$ cat config.mk
export PLATFORM = sky130hd
export DESIGN_NAME = serial_mag_comparator
export DESIGN_NICKNAME = d
export VERILOG_FILES = /design/src/rtl/cmp_pkg.sv /design/src/rtl/serial_mag_comparator_digit_cmp.sv /design/src/rtl/serial_mag_comparator.sv
export SDC_FILE = /design/constraint.sdc
export NUM_CORES = 1
export LEC_CHECK = 0
export CORE_UTILIZATION = 51
export CTS_BUF_LIST = sky130_fd_sc_hd__clkbuf_2
export CTS_CLUSTER_DIAMETER = 200
export DETAILED_ROUTE_END_ITERATION = 8
export GPL_ROUTABILITY_DRIVEN = 0
export PLACE_DENSITY = 0.81
export RECOVER_POWER = 50
export REMOVE_ABC_BUFFERS = 1
export SYNTH_ARGS = -nofsm -noshare
export SYNTH_HDL_FRONTEND = slang
export SYNTH_SLANG_ARGS = --single-unit
$ cat constraint.sdc
create_clock -name clk -period 3.2 [get_ports clk]
set_clock_uncertainty 0.15 [all_clocks]
set_input_delay 0.96 -clock clk [delete_from_list [all_inputs] [get_ports clk]]
set_output_delay 0.96 -clock clk [all_outputs]
set_load 0.05 [all_outputs]
$ cat src/rtl/cmp_pkg.sv
// Shared types for the serial magnitude comparator: FSM states, result codes,
// and the digit count / counter width of the default 16-bit, 4-bit-digit build.
package cmp_pkg;

   typedef enum logic [1:0] {
      S_IDLE    = 2'd0,
      S_COMPARE = 2'd1,
      S_DONE    = 2'd2
   } state_t;

   typedef enum logic [1:0] {
      RES_EQ = 2'd0,
      RES_LT = 2'd1,
      RES_GT = 2'd2
   } res_t;

   localparam int WIDTH_DEF = 16;
   localparam int DIGIT_DEF = 4;
   localparam int NDIG      = WIDTH_DEF / DIGIT_DEF;
   localparam int CNTW      = $clog2(NDIG + 1);

endpackage

$ cat src/rtl/serial_mag_comparator_digit_cmp.sv
// Combinational unsigned compare of one DIGIT-bit slice of each operand.
module digit_cmp #(
   parameter int DIGIT = 4
) (
   input  logic [DIGIT-1:0] a,
   input  logic [DIGIT-1:0] b,
   output logic             lt,
   output logic             eq,
   output logic             gt
);

   assign lt = (a < b);
   assign eq = (a == b);
   assign gt = (a > b);

endmodule

$ cat src/rtl/serial_mag_comparator.sv
// Multi-cycle magnitude comparator: scans the latched operands one digit per
// cycle, MSB digit first, with optional early exit and signed mode.
module serial_mag_comparator
   import cmp_pkg::*;
#(
   parameter int WIDTH      = 16,
   parameter int DIGIT      = 4,
   parameter int EARLY_EXIT = 1
) (
   input  logic                               clk,
   input  logic                               rst_n,
   input  logic                               start,
   input  logic                               signed_mode,
   input  logic [WIDTH-1:0]                   A,
   input  logic [WIDTH-1:0]                   B,
   output logic                               busy,
   output logic                               done,
   output logic                               A_s_B,
   output logic                               A_eq_B,
   output logic                               A_l_B,
   output logic [$clog2(WIDTH/DIGIT+1)-1:0]   cycles
);

   localparam int ND = WIDTH / DIGIT;
   localparam int CW = $clog2(ND + 1);

   state_t           state, state_nxt;
   logic [WIDTH-1:0] a_q, b_q;
   logic             sgn_q;
   logic [CW-1:0]    idx;
   res_t             dec;

   logic [WIDTH-1:0] a_sh, b_sh;
   logic [DIGIT-1:0] a_dig, b_dig;
   logic             d_lt, d_eq, d_gt;
   logic             last_dig, finish;
   res_t             res_now;

   // Digit select; in signed mode flipping the sign bit turns two's complement into offset binary
   always_comb begin
      a_sh  = a_q << (idx * DIGIT);
      b_sh  = b_q << (idx * DIGIT);
      a_dig = a_sh[WIDTH-1 -: DIGIT];
      b_dig = b_sh[WIDTH-1 -: DIGIT];
      if (sgn_q && (idx == '0)) begin
         a_dig[DIGIT-1] = ~a_dig[DIGIT-1];
         b_dig[DIGIT-1] = ~b_dig[DIGIT-1];
      end
   end

   digit_cmp #(.DIGIT(DIGIT)) u_digit_cmp (
      .a  (a_dig),
      .b  (b_dig),
      .lt (d_lt),
      .eq (d_eq),
      .gt (d_gt)
   );

   // An earlier decision is sticky; only an undecided compare looks at this digit
   always_comb begin
      res_now = dec;
      if (dec == RES_EQ) begin
         if (d_lt)      res_now = RES_LT;
         else if (d_gt) res_now = RES_GT;
      end
   end

   assign last_dig = (idx == CW'(ND - 1));
   assign finish   = (state == S_COMPARE) && (last_dig || ((EARLY_EXIT != 0) && !d_eq));

   always_comb begin
      state_nxt = state;
      case (state)
         S_IDLE:    if (start)  state_nxt = S_COMPARE;
         S_COMPARE: if (finish) state_nxt = S_DONE;
         S_DONE:    state_nxt = S_IDLE;
         default:   state_nxt = S_IDLE;
      endcase
   end

   always_ff @(posedge clk or negedge rst_n) begin
      if (!rst_n) begin
         state  <= S_IDLE;
         idx    <= '0;
         dec    <= RES_EQ;
         A_s_B  <= 1'b0;
         A_eq_B <= 1'b0;
         A_l_B  <= 1'b0;
         cycles <= '0;
      end else begin
         state <= state_nxt;
         if (state == S_IDLE && start) begin
            idx <= '0;
            dec <= RES_EQ;
         end else if (state == S_COMPARE) begin
            idx <= idx + CW'(1);
            dec <= res_now;
            if (finish) begin
               A_s_B  <= (res_now == RES_LT);
               A_eq_B <= (res_now == RES_EQ);
               A_l_B  <= (res_now == RES_GT);
               cycles <= idx + CW'(1);
            end
         end
      end
   end

   // Operand capture needs no reset: it is only read after a start has loaded it
   always_ff @(posedge clk) begin
      if (state == S_IDLE && start) begin
         a_q   <= A;
         b_q   <= B;
         sgn_q <= signed_mode;
      end
   end

   assign busy = (state != S_IDLE);
   assign done = (state == S_DONE);

endmodule

==> out/qor.csv <==
metric,value,unit
cts_resized,0,
seqPwrFrac,0.437,
fmax,0.330,GHz
drive_above_1_share,0.133,
grt_pass1_vias,1237,
drtPass1Iterations,4,
critPathSlowestCell,clkdlybuf4s50_1,
yosys.area.top_type,edfxtp_1,
drv_cap,0,
clk-insertion-delay-late,390,ps
reg2reg_to,A_eq_B,
synth_xor_area_frac,0.00916,
worstSetupEndpointType,output pin,
synth_ff_type,edfxtp_1,
cp_max_fo,8,
path_delay_family,buffers and inverters,
io_pins,44,
via_per_inst,5.20,
crit_chain,or2_2 > clkdlybuf4s50_1,
synth_seq_cells,46,
netlist.area_leader.share,0.518,
muxShareOfSynthArea,0.105,
syn_area,1910,µm²
async_flop_share,0.283,
tightestPinTransition,826,ps
cp.depth,2,
seq_area_frac_synth,0.688,
dieArea,4000,µm²
post-route-util,0.708,
path_class,flip-flop to output pin,
placed_cell_area,2410,µm²
fin_tns_setup,0,ps
avgSynthCellArea,15.8,µm²
fin_nets,215,
combPwrFrac,0.454,
endpoint,busy,
areaGrowthSynthToFinish,28.4,%
pre_cts_ws,328,ps
r2r_start,idx[0],
final-max-slew-violation-count,0,
vias,1139,
critPathArrivalTime,1920,ps
nFillCells,263,
period_share,0.948,
start_kind,flip-flop,
switching_share,0.381,
die_width,63.2,µm
cts_tree,done,
switchingPower,802,µW
grt_pass1_wl,5.84,mm
finalPower,2110,µW
synthSimpleGateAreaFrac,0.0792,
grt_max_degree,35,
reg2reg_depth,12,
root_buffer,clkbuf_2,
antenna_found_initial,0,
p_int,1300,µW
synth_compound_area_frac,0.0530,
antenna_cells,0,
antenna_left,0,
rsz0062_at_grt,false,
placementRows,21,
min_period,3030,ps
outcome,"finished, final reports clean",
drtIter0Drc,68,
leakage,0.000938,µW
gr-usage-all-layers,0.197,
crit_path_max_incr_delay,700,ps
gr-total-overflow,0,
postCtsSetupRepairBufs,0,
hp-class,flip-flop to flip-flop,
r2r_setup_slack,330,ps
clockPowerShare,0.109,
numCtsBuffers,5,
yosysWarnings,0,
critPathBufInv,1,
design_area,2450,µm²
port_buffers,43,
path_clk_slew,200,ps
finalWirelength,3.28,mm
dieHeight,63.2,µm
dp_hpwl,2.49,mm
initial_utilization,0.551,
power_density,858,nW/µm²
design.core.area,3470,µm²
timing.final.ws_setup,168,ps
synth_top_family_by_area,multiplexers,
remaining_drc_errors,0,
ir_drop,345,µV
hold_violations,0,
cp-startpoint,state[0],
synth_common_cells,"edfxtp_1, dfrtp_1, nand2_1",
setup_viol,0,
cts_sinks,46,
synth_cell_types,31,
synthTopCellsByArea,"edfxtp_1, dfrtp_1, mux4_2",
cp.required,2090,ps
cts_hold_buffers,0,
cts_max_path_buffers,2,
hold_path_depth,2,
synth_edf_count,33,
htreeDepth,2,
wl_per_cell,15.0,µm
slew_headroom,0.449,
synthAdderAreaFrac,0.0458,
netlist_instances,121,
post-synth-top-count-cell,edfxtp_1,
worst register-to-register path, stage by stage (launching register included):
cell,delay (ps)
dfrtp_1,610
buf_4,240
inv_1,60
ha_1,180
nand2_1,100
xor2_1,150
nor2_1,60
ha_1,300
nand4_1,120
o21ai_1,140
buf_4,200
or4_1,390
o21ai_1,120
per-stage QoR:
| stage | std cells | hold WS [ps] |
|---|---|---|
| CTS | 219 | 365 |
| finish | 219 | 360 |
| global route | 219 | 398 |
| global placement | 211 | 317 |
| floorplan | 118 | 317 |
| detailed placement | 211 | 321 |
cell families after synthesis:
| logic type | count (synthesis) |
|---|---|
| xor gates and xnor gates | 2 |
| AOI/OAI and AO/OA | 17 |
| DFF | 46 |
| buffers and inverters | 8 |
| adders and majority gates | 7 |
| and+or+nand+nor | 31 |
| muxes | 10 |
registers in the layout (all words and copies together), names as in the netlist, 2 cells and up:
name	flops
a_q	16
idx	3
cycles	3
b_q	16
dec	2
state	2
cell type report:
cell class	count	area, µm²	share of cell area
clock inverter	1	7.51	0.00306
sequential	46	1320	0.536
tap	46	57.6	0.0234
multi-input combinational	67	562	0.229
inverter	5	18.8	0.00765
timing repair buffer	47	458	0.187
clock buffer	7	35.0	0.0143
routing by layer:
layer / share of wire / wire length, µm / GRT usage
met1: 0.40 / 1320 / 0.237
met2: 0.53 / 1740 / 0.337
met3: 0.050 / 165 / 0.0634
met4: 0.015 / 48 / 0.0597
met5: 0 / 0 / 0
power by group through the flow:
stage	Combinational [µW]	Clock [µW]	Sequential (µW)
3_5_place_dp	970	0	938
6_report	955	230	920
4_1_cts	976	238	923
3_3_place_gp	932	0	929
2_1_floorplan	543	0	1040
5_1_grt	1060	269	945
how the worst min path moves through the flow:
stage,start,end,slack (ps)
after floorplan,state[1],state[0],320
after global placement,A_l_B,A_l_B,320
after detailed placement,cycles[0],cycles[0],320
after CTS,cycles[0],cycles[0],370
after global routing,cycles[0],cycles[0],400
final,cycles[0],cycles[0],360
cell usage in the layout, fill, tap and decap left out:
master,n
o21bai_1,1
nor2b_1,1
inv_1,5
clkdlybuf4s50_1,8
nand4_1,1
and2b_1,1
clkinvlp_4,1
o21ai_0,7
dfrtp_1,13
nor3_1,1
a2bb2oi_1,1
nor2_1,6
xor2_1,1
o211ai_1,1
nor2_2,1
clkbuf_2,8
ha_1,7
mux2i_1,1
o41ai_1,1
or2_2,1
dlygate4sd3_1,35
a21oi_1,3
or2b_1,1
mux4_2,8
buf_4,3
or4_1,1
a22o_1,1
o21ai_1,2
and2_1,3
nand2b_1,2
mux2_2,1
or3_1,1
edfxtp_1,33
xnor2_1,1
nand2_1,11
No activity file was read; power rests on OpenSTA's default activity.
